===== src/rtl/cache_mem_arbiter.sv =====
// Two-client arbiter sharing the pmem cache-line port between the I-cache and D-cache miss paths.
// Define ARB_ROUND_ROBIN_EN for round-robin priority; otherwise the D-side has fixed priority.
module cache_mem_arbiter #(
  parameter int ADDR_W  = 32,
  parameter int LINE_W  = 256,
  parameter int TIMEOUT = 1024
) (
  input  logic              clk,
  input  logic              rst,
  input  logic              i_read,
  input  logic [ADDR_W-1:0] i_addr,
  output logic [LINE_W-1:0] i_rdata,
  output logic              i_resp,
  input  logic              d_read,
  input  logic              d_write,
  input  logic [ADDR_W-1:0] d_addr,
  input  logic [LINE_W-1:0] d_wdata,
  output logic [LINE_W-1:0] d_rdata,
  output logic              d_resp,
  output logic              mem_read,
  output logic              mem_write,
  output logic [ADDR_W-1:0] mem_addr,
  output logic [LINE_W-1:0] mem_wdata,
  input  logic [LINE_W-1:0] mem_rdata,
  input  logic              mem_resp,
  output logic              arb_timeout
);

  localparam int               CNT_W  = (TIMEOUT > 0) ? $clog2(TIMEOUT + 1) : 1;
  localparam logic [CNT_W-1:0] WD_MAX = CNT_W'(TIMEOUT);
  localparam bit               WD_EN  = (TIMEOUT > 0);

  typedef enum logic [1:0] {IDLE, GRANT_I, GRANT_D, DONE} state_t;

  state_t            state_q, state_d;
  logic              mem_read_q, mem_read_d;
  logic              mem_write_q, mem_write_d;
  logic [ADDR_W-1:0] mem_addr_q, mem_addr_d;
  logic [LINE_W-1:0] mem_wdata_q, mem_wdata_d;
  logic [CNT_W-1:0]  wd_cnt_q, wd_cnt_d;
  logic              timeout_q, timeout_d;
  logic              d_req, pick_d;
`ifdef ARB_ROUND_ROBIN_EN
  logic              rr_i_first_q, rr_i_first_d;
`endif

  assign d_req = d_read | d_write;
`ifdef ARB_ROUND_ROBIN_EN
  assign pick_d = d_req & ~(i_read & rr_i_first_q);
`else
  assign pick_d = d_req;
`endif

  always_comb begin
    state_d     = state_q;
    mem_read_d  = mem_read_q;
    mem_write_d = mem_write_q;
    mem_addr_d  = mem_addr_q;
    mem_wdata_d = mem_wdata_q;
    wd_cnt_d    = wd_cnt_q;
    timeout_d   = timeout_q;
`ifdef ARB_ROUND_ROBIN_EN
    rr_i_first_d = rr_i_first_q;
`endif
    case (state_q)
      IDLE: begin
        if (pick_d) begin
          // A simultaneous read+write from the D-side is a writeback.
          state_d     = GRANT_D;
          mem_write_d = d_write;
          mem_read_d  = ~d_write;
          mem_addr_d  = d_addr;
          mem_wdata_d = d_wdata;
          wd_cnt_d    = '0;
        end else if (i_read) begin
          state_d     = GRANT_I;
          mem_read_d  = 1'b1;
          mem_write_d = 1'b0;
          mem_addr_d  = i_addr;
          wd_cnt_d    = '0;
        end
      end
      GRANT_I, GRANT_D: begin
        if (mem_resp) begin
          state_d     = DONE;
          mem_read_d  = 1'b0;
          mem_write_d = 1'b0;
`ifdef ARB_ROUND_ROBIN_EN
          rr_i_first_d = (state_q == GRANT_D);
`endif
        end else if (WD_EN && (wd_cnt_q != WD_MAX)) begin
          // Saturating count; the flag is sticky and the FSM keeps waiting.
          wd_cnt_d = wd_cnt_q + CNT_W'(1);
          if (wd_cnt_d == WD_MAX) timeout_d = 1'b1;
        end
      end
      DONE:    state_d = IDLE;
      default: state_d = IDLE;
    endcase
  end

  always_ff @(posedge clk or negedge rst) begin
    if (!rst) begin
      state_q     <= IDLE;
      mem_read_q  <= 1'b0;
      mem_write_q <= 1'b0;
      mem_addr_q  <= '0;
      mem_wdata_q <= '0;
      wd_cnt_q    <= '0;
      timeout_q   <= 1'b0;
`ifdef ARB_ROUND_ROBIN_EN
      rr_i_first_q <= 1'b0;
`endif
    end else begin
      state_q     <= state_d;
      mem_read_q  <= mem_read_d;
      mem_write_q <= mem_write_d;
      mem_addr_q  <= mem_addr_d;
      mem_wdata_q <= mem_wdata_d;
      wd_cnt_q    <= wd_cnt_d;
      timeout_q   <= timeout_d;
`ifdef ARB_ROUND_ROBIN_EN
      rr_i_first_q <= rr_i_first_d;
`endif
    end
  end

  // Responses are combinational so the client sees completion in the mem_resp cycle.
  assign i_resp      = (state_q == GRANT_I) & mem_resp;
  assign d_resp      = (state_q == GRANT_D) & mem_resp;
  assign i_rdata     = mem_rdata;
  assign d_rdata     = mem_rdata;
  assign mem_read    = mem_read_q;
  assign mem_write   = mem_write_q;
  assign mem_addr    = mem_addr_q;
  assign mem_wdata   = mem_wdata_q;
  assign arb_timeout = timeout_q;

endmodule


===== config.mk =====
export PLATFORM = sky130hd
export DESIGN_NAME = cache_mem_arbiter
export DESIGN_NICKNAME = d
export VERILOG_FILES = /design/src/rtl/cache_mem_arbiter.sv
export SDC_FILE = /design/constraint.sdc
export NUM_CORES = 1
export LEC_CHECK = 0
export ABC_AREA = 1
export CORE_AREA = 2 2 537 539
export DETAILED_ROUTE_END_ITERATION = 8
export DIE_AREA = 0 0 539 541
export PLACE_DENSITY = 0.3
export SYNTH_ARGS = -nofsm -noshare
export SYNTH_HDL_FRONTEND = slang
export SYNTH_SLANG_ARGS = --single-unit

===== constraint.sdc =====
create_clock -name clk -period 3.2 [get_ports clk]
set_input_delay 0.96 -clock clk [delete_from_list [all_inputs] [get_ports clk]]
set_output_delay 0.96 -clock clk [all_outputs]
set_load 0.03 [all_outputs]

# Yosys cells after proc, flatten, opt, wreduce, memory -nomap -nowiden
# Index checks and enable logic that the tools add are counted.
# totals
inputBits	582
out_inout_bits	805
reg_bits	304
# op_classes
n_eq_ne	9
n_addsub	1
n_reduce_logical	10
bitwise_logic	5
n_mux	18
# op_table
operator	n
2-to-1 mux 32 bit	2
2-to-1 mux 11 bit	4
one-hot mux 11 bit (2 select lines)	1
adder 11 x 1 -> 11 bit, second input constant	1
== test 11 bit, second input constant	1
!= test 11 bit, second input constant	1
AND reduction 4 bit	2
2-to-1 mux 2 bit	3
!= test 2 bit, second input constant	3
one-hot mux 2 bit (3 select lines)	1
AND reduction 2 bit	3
2-to-1 mux 1 bit	5
== test 2 bit, second input constant	2
one-hot mux 1 bit (2 select lines)	2
nonzero test 2 bit	2
!= test 3 bit, second input constant	1
AND reduction 3 bit	1
bitwise AND 1 bit	2
== test 2 x 1 -> 1 bit, second input constant	1
zero test 2 bit	1
inverter 1 bit	2
OR reduction 2 bit	1
bitwise OR 1 bit	1

# Longest topological paths before layout
# Gate-level depths: netlist of run 1.
# depth
ltp_word	4
ltp_mapped	11
ltp_nobuf	11

# Worst setup path after synthesis of run 1
# OpenSTA, ideal clock, no wires.
# synth_timing
kind	input-to-output
startpoint	input mem_resp
endpoint	output i_resp
cell_stages	2
setup_slack_ps	1053
arrival_ps	1187
cell_sequence	nand2_1 > inv_1
# synth_between
elab_chain_len	1
# synth_lines
item	line_no	text
start, declared	25	input logic mem_resp,
bitwise AND 1 bit	129	assign i_resp = (state_q == GRANT_I) & mem_resp;
end, declared	13	output logic i_resp,
# No other way between the ends.

# Worst setup path after layout of run 1
# layout_timing
startpoint	register mem_wdata_q[38] (netlist: mem_wdata[38])
endpoint	output mem_wdata[38]
# layout_rtl
item	line_no	text
start, declared	39	logic [LINE_W-1:0] mem_wdata_q, mem_wdata_d;
start signal, assigned	119	mem_wdata_q <= mem_wdata_d;
end, declared	23	output logic [LINE_W-1:0] mem_wdata,
# No word-level cell between the ends.

==> out/metrics.csv, run 1 <==
stage,metric,value,unit
run_status,status,finished clean,
global_routing,gr usage total,7.48,%
layout,post-route cell area,24900,um^2
timing,Setup WS post-layout,0.141,ns
pwr,Lkg Pwr,0.00997,uW
flow_run,Max-Cap Viols,0,
global_routing,grt total ovfl,0,
layout,fraction of layout cells with a size suffix above 1,6.86,%
detailed_routing,routed len/inst,19.2,um
floorplan,Cell Rows,197,
timing,Tcrit/Tclk final,95.6,%
detailed_routing,post-route ant nets,0,
placed_design,pre-CTS setup slack,-0.346,ns
pwr,Pint,13700,uW
yosys,Synth Instances,1931,
yosys,"Primary FF master, synth",dfrtp_1,
worst_setup_path,Critical Path AT,2.10,ns
worst_setup_path,worst r2r src,state_q[0],
clock_network,CTS tree,yes,
detailed_routing,DRT Pass-1 Iters,5,
global_routing,first-pass GRT wire length,143000,um
pwr,Max VDD drop,0.407,mV
layout,fin nets,2651,
yosys,syn_area_per_cell,8.24,um^2
pwr,power density over the cells,1050,nW/um^2
clock_network,clock sink total,304,
timing,setup violators final,0,
detailed_routing,vias,12800,
worst_setup_path,Worst path slowest cell,clkdlybuf4s50_1,
worst_setup_path,Critical Path RT,2.24,ns
timing,max-slew violations,0,
pwr,NetSw,12400,uW
timing,RSZ-0062 raised after global routing,no,
worst_setup_path,crit path max fanout,2,
timing,Max Fclk,327,MHz
global_routing,initial antenna violation count,35,
worst_setup_path,R2R cell count,8,
detailed_routing,Vias/cell,2.18,
floorplan,die span in x,539,um
timing,Worst slew margin,44.9,%
global_routing,vias in the first global route,13500,
placed_design,Final HPWL DP,94100,um
yosys,post-synthesis register bit count,304,
clock_network,TritonCTS Buffers,51,
detailed_routing,drc violations,0,
layout,area grow syn2layout,56.3,%
worst_setup_path,reg2reg end,mem_wdata[47],
pwr,register share of total power,26.5,%
worst_setup_path,cell family with most CP delay,buffers and inverters,
placed_design,Placement Cell Area,23200,um^2
detailed_routing,DRT Wirelength,113000,um
yosys,Post-synth EDFFs,0,
yosys,syn_nets,2519,
yosys,Synth Warn #,0,
timing,Worst Skew,0.0419,ns
clock_network,clk_lat worst skew,0.70,ns
detailed_routing,Iter 0 DRT Violations,659,
clock_network,CTS clock-pin slew for the worst setup and hold paths,0.05,ns
clock_network,Longest Clk Path Bufs,3,
pwr,switch share,47.5,%
clock_network,hold buffers post-CTS,0,
min_path,worst min path class,primary input to asynchronous set/reset pin,
placed_design,# port buffers,618,
worst_setup_path,critical path class,register to output pin,
worst_setup_path,Crit path largest cell delay,1.03,ns
worst_setup_path,CP Buf/Inv Count,1,
timing,min cycle time layout,3.06,ns
layout,"commonest non-fill, non-tap cell in the layout",nand2_1,
clock_network,setup bufs post-CTS,0,
clock_network,CTS root buffer,clkbuf_16,
clock_network,H-tree depth,2,
floorplan,Top Ports,1387,
floorplan,Die H,541,um
yosys,sequential fraction of the synthesis area,47.8,%
worst_setup_path,crit-path cells,clkdlybuf4s50_1,
yosys,Mapped Area,15900,um^2
placed_design,Placer Congestion,0.816,
floorplan,die area,292000,um^2
layout,"commonest non-fill, non-tap cells in the layout","892 x nand2_1, 603 x clkdlybuf4s50_1, 304 x dfrtp_1",
worst_setup_path,crit path capture type,output pin,
timing,worst slew pin tran,0.825,ns
worst_setup_path,crit path launch type,register,
timing,Min Hold Slack,0.206,ns
yosys,Synth cell types,22,
floorplan,Initial Util,5.56,%
global_routing,largest net degree at the start of global routing,72,
timing,Final Hold Fails,0,
floorplan,Core Area,286000,um^2
pwr,Clk pwr share,21.9,%
yosys,share of flip-flops with an asynchronous set or reset,100,%
worst_setup_path,FF-to-FF setup slack,1.22,ns
pwr,Comb power frac,51.6,%
[synth_stat cells, types with 4 or more instances]
master	number	area, um^2
nor2_1	51	191
inv_2	4	15.0
nand2_1	892	3350
buf_4	513	3850
ha_1	6	75.1
buf_2	58	290
o21ai_0	15	75.1
nand3_1	10	50.1
inv_1	21	78.8
dfrtp_1	304	7610
clkbuf_1	12	45.0
a31oi_1	33	206
[area by class of cell]
type	count	area, um^2
clock buffer	71	1430
tap	3781	4730
inverter	25	101
timing repair buffer	662	6730
multi-input combinational	1019	4040
fill	33400	262000
sequential	304	7610
antenna	5	12.5
clock inverter	18	220
[registers in the layout (all words and copies together) (netlist names)]
| register | cells |
|---|---|
| mem_wdata | 256 |
| mem_write | 1 |
| wd_cnt_q | 11 |
| arb_timeout | 1 |
| mem_addr | 32 |
| state_q | 2 |
| mem_read | 1 |
[layer usage]
layer	vias to the layer above	share of wire (%)	global-route usage (%)
met2	957	42	11.1
met1	5776	32	6.93
li1	5664	-	-
met3	422	19	6.24
met4	10	7.1	4.82
met5	-	0.076	0.0986
[what timing repair did]
action | in CTS | in global routing
gates resized for setup | 6 | 1
pin swaps | 0 | 0
setup endpoints to repair | 3 | 1
[worst register-to-register path: stages, from the launching register on]
cell	delay, ns
dfrtp_1	0.38
inv_1	0.11
ha_1	0.23
inv_2	0.07
nor2_4	0.13
buf_12	0.16
buf_12	0.23
nand2_1	0.43
nand2_1	0.15
[metrics by stage]
stage          power, uW  cells  utilization (%)  setup TNS (ns)
4_1_cts            27000   5880             8.68               0
3_5_place_dp       20800   5791             8.10          -0.627
2_1_floorplan      14400   1931                -               0
5_1_grt            28000   5881             8.68               0
6_report           26100   5885             8.69               0
3_3_place_gp       20900   5791             8.10          -0.620
[kinds of logic after synthesis]
| kind of cell | count (synthesis) | synth area share [%] |
|---|---|---|
| buffers and inverters | 608 | 26.9 |
| AOI/OAI and AO/OA | 52 | 1.94 |
| and+or+nand+nor | 961 | 22.9 |
| adders and majority gates | 6 | 0.472 |
| DFF | 304 | 47.8 |
[worst max-delay path by stage]
stage                               from              to  slack, ns  cells past startpoint
after floorplan                 mem_resp          i_resp       1.05                      2
after global placement          mem_resp          i_resp      -0.35                      6
after detailed placement        mem_resp          i_resp      -0.35                      6
after CTS                     state_q[0]          d_resp       0.01                      6
after global routing      mem_wdata[204]  mem_wdata[204]      0.008                      1
final                      mem_wdata[38]   mem_wdata[38]       0.14                      1
[power groups by stage]
| stage | Clock (uW) | Combinational (uW) | Sequential, uW |
|---|---|---|---|
| final | 5710 | 13500 | 6900 |
| after CTS | 6110 | 13900 | 6920 |
| after global placement | 0 | 13900 | 6930 |
| after global routing | 6200 | 14600 | 7150 |
| after floorplan | 0 | 4190 | 10200 |
| after detailed placement | 0 | 13900 | 6940 |
Power figures use the tool's default switching activity.
==> run 2, diff against run 1 <==
--- a/config.mk
+++ b/config.mk
@@ -6,9 +6,9 @@
 export NUM_CORES = 1
 export LEC_CHECK = 0
 export ABC_AREA = 1
-export CORE_AREA = 2 2 537 539
+export CORE_AREA = 2 2 540 542
 export DETAILED_ROUTE_END_ITERATION = 8
-export DIE_AREA = 0 0 539 541
+export DIE_AREA = 0 0 542 544
 export PLACE_DENSITY = 0.3
 export SYNTH_ARGS = -nofsm -noshare
 export SYNTH_HDL_FRONTEND = slang
==> constraint.sdc (replaced) <==
create_clock -name clk -period 2.78 [get_ports clk]
set_input_delay 0.834 -clock clk [delete_from_list [all_inputs] [get_ports clk]]
set_output_delay 0.834 -clock clk [all_outputs]
set_load 0.03 [all_outputs]
==> out/metrics.csv, run 2 (same netlist as run 1, synthesis figures left out) <==
stage,metric,value,unit,change
global_routing,initial antenna violation count,60,,was 35
worst_setup_path,Worst setup startpoint,mem_wdata[197],,was mem_wdata[38]
pwr,Clk pwr share,21.7,%,was 21.9%
placed_design,DP Cell Count,5833,,was 5791
layout,area grow syn2layout,56.3,%,about the same
detailed_routing,post-route ant nets,0,,unchanged
floorplan,die area,295000,um^2,was 292000 um^2
clock_network,CTS tree,yes,,unchanged
worst_setup_path,crit path capture type,output pin,,unchanged
placed_design,# port buffers,618,,unchanged
worst_setup_path,cell family with most CP delay,buffers and inverters,,unchanged
timing,Tcrit/Tclk final,97.5,%,
floorplan,Initial Util,5.50,%,was 5.56%
layout,"commonest non-fill, non-tap cells in the layout","892 x nand2_1, 510 x clkdlybuf4s50_1, 304 x dfrtp_1",,"was 892 x nand2_1, 603 x clkdlybuf4s50_1, 304 x dfrtp_1"
floorplan,Top Ports,1387,,unchanged
detailed_routing,Vias/cell,2.20,,was 2.18
timing,Final Hold Fails,0,,unchanged
placed_design,Placer Congestion,0.757,,was 0.816
worst_setup_path,Critical Path Stages,1,,unchanged
pwr,Max VDD drop,0.456,mV,was 0.407 mV
detailed_routing,vias,13000,,was 12800
global_routing,vias in the first global route,13800,,was 13500
floorplan,Die H,544,um,was 541 um
worst_setup_path,Critical Path RT,1.95,ns,was 2.24 ns
layout,"commonest non-fill, non-tap cell in the layout",nand2_1,,unchanged
worst_setup_path,CP Buf/Inv Count,1,,unchanged
timing,Max Fclk,369,MHz,
layout,Fill cells,33800,,was 33400
timing,Worst Skew,0.0361,ns,was 0.0419 ns
run_status,status,finished clean,,unchanged
global_routing,first-pass GRT wire length,158000,um,was 143000 um
floorplan,Core Area,289000,um^2,was 286000 um^2
clock_network,H-tree depth,2,,unchanged
worst_setup_path,Worst path slowest cell,clkdlybuf4s50_1,,unchanged
placed_design,Final HPWL DP,108000,um,was 94100 um
pwr,switch share,48.5,%,was 47.5%
worst_setup_path,FF-to-FF setup slack,0.68,ns,was 1.22 ns
timing,min cycle time layout,2.71,ns,
worst_setup_path,Crit path largest cell delay,0.73,ns,was 1.03 ns
clock_network,Longest Clk Path Bufs,3,,unchanged
layout,fin cells,5931,,was 5885
detailed_routing,DRT Wirelength,127000,um,was 113000 um
pwr,Pint,15300,uW,was 13700 uW
clock_network,clk_lat worst skew,0.70,ns,about the same
pwr,NetSw,14400,uW,was 12400 uW
pwr,total power,29800,uW,was 26100 uW
layout,fraction of layout cells with a size suffix above 1,9.53,%,was 6.86%
detailed_routing,DRT Pass-1 Iters,5,,unchanged
detailed_routing,routed len/inst,21.5,um,was 19.2 um
timing,Fin Setup TNS,0,ns,unchanged
layout,max FFs per register,256,,unchanged
detailed_routing,drc violations,0,,unchanged
worst_setup_path,crit path launch type,register,,unchanged
global_routing,gr usage total,8.34,%,was 7.48%
worst_setup_path,critical path class,register to output pin,,unchanged
global_routing,grt total ovfl,0,,unchanged
timing,Min Hold Slack,0.226,ns,was 0.206 ns
timing,max-slew violations,0,,unchanged
clock_network,TritonCTS Buffers,48,,was 51
clock_network,CTS clock-pin slew for the worst setup and hold paths,0.06,ns,was 0.05 ns
timing,setup violators final,0,,unchanged
clock_network,clock sink total,304,,unchanged
timing,Worst slew margin,46.5,%,was 44.9%
min_path,worst min path class,primary input to asynchronous set/reset pin,,unchanged
flow_run,Max-Cap Viols,0,,unchanged
timing,RSZ-0062 raised after global routing,no,,unchanged
detailed_routing,Iter 0 DRT Violations,703,,was 659
pwr,register share of total power,26.8,%,was 26.5%
layout,final core utilization,8.60,%,was 8.69%
timing,worst slew pin tran,0.803,ns,was 0.825 ns
worst_setup_path,Critical Path AT,1.88,ns,was 2.10 ns
worst_setup_path,R2R cell count,9,,was 8
pwr,Comb power frac,51.6,%,about the same
global_routing,largest net degree at the start of global routing,70,,was 72
worst_setup_path,crit path max fanout,2,,unchanged
pwr,Lkg Pwr,0.0102,uW,was 0.00997 uW
worst_setup_path,reg2reg end,mem_wdata[166],,was mem_wdata[47]
clock_network,CTS root buffer,clkbuf_16,,unchanged
worst_setup_path,worst r2r src,state_q[1],,was state_q[0]
floorplan,Cell Rows,198,,was 197
layout,fin nets,2671,,was 2651
pwr,power density over the cells,1200,nW/um^2,was 1050 nW/um^2
worst_setup_path,crit-path cells,clkdlybuf4s50_1,,unchanged
floorplan,die span in x,542,um,was 539 um
-- run 2: cell types whose count changed in the layout (fill, tap and decap cells not counted), sizes merged --
cell / delta
dlygate4sd2: +56
clkdlybuf4s50: -93
diode: +6
buf: +62
clkinvlp: -3
dlymetal6s2s: -1
clkdlybuf4s15: -1
clkinv: +1
-- run 2: final cells by class --
type	instances	area [um^2]	area share (%)
Antenna cell	11	27.5	0.111
Clock buffer	71	1370	5.50
Clock inverter	16	221	0.890
Inverter	25	101	0.407
Multi-Input combinational cell	1019	4060	16.3
Sequential cell	304	7610	30.6
Tap cell	3800	4750	19.1
Timing Repair Buffer	685	6740	27.1
-- run 2: metal layers --
layer	GRT usage, %	share of wire (%)	vias up
met2	12.9	43	1044
met4	5.39	7.3	10
li1	-	-	5705
met5	0.0325	0.057	-
met3	7.15	19	430
met1	7.18	30	5858
-- run 2: through the flow --
stage / area (um^2) / worst slack [ns]
4_1_cts: 24800 / 0.00223
5_1_grt: 24900 / 0.00457
2_1_floorplan: 15900 / 0.885
3_5_place_dp: 23300 / -0.145
6_report: 24900 / 0.0708
3_3_place_gp: 23300 / -0.148
-- run 2: timing repair --
action | CTS | global route
gates resized for setup | 62 | 0
hold endpoints to repair | 0 | 0
endpoints found under the setup margin | 58 | 0
hold buffers | 0 | 0
setup buffers | 0 | 0
-- run 2: how the worst max path moves through the flow --
stage | endpoint | slack [ns]
final | mem_wdata[197] | 0.07
after global routing | mem_wdata[197] | 0.005
after CTS | mem_wdata[197] | 0.002
after detailed placement | d_resp | -0.15
after global placement | i_resp | -0.15
after floorplan | i_resp | 0.88
-- run 2: power groups by stage --
| stage | Sequential (uW) | Combinational (uW) | Clock (uW) |
|---|---|---|---|
| 3_5_place_dp | 8040 | 16200 | 0 |
| 4_1_cts | 8000 | 16000 | 6900 |
| 3_3_place_gp | 8010 | 16200 | 0 |
| 2_1_floorplan | 11700 | 4830 | 0 |
| 6_report | 7970 | 15400 | 6450 |
| 5_1_grt | 8250 | 16800 | 6970 |
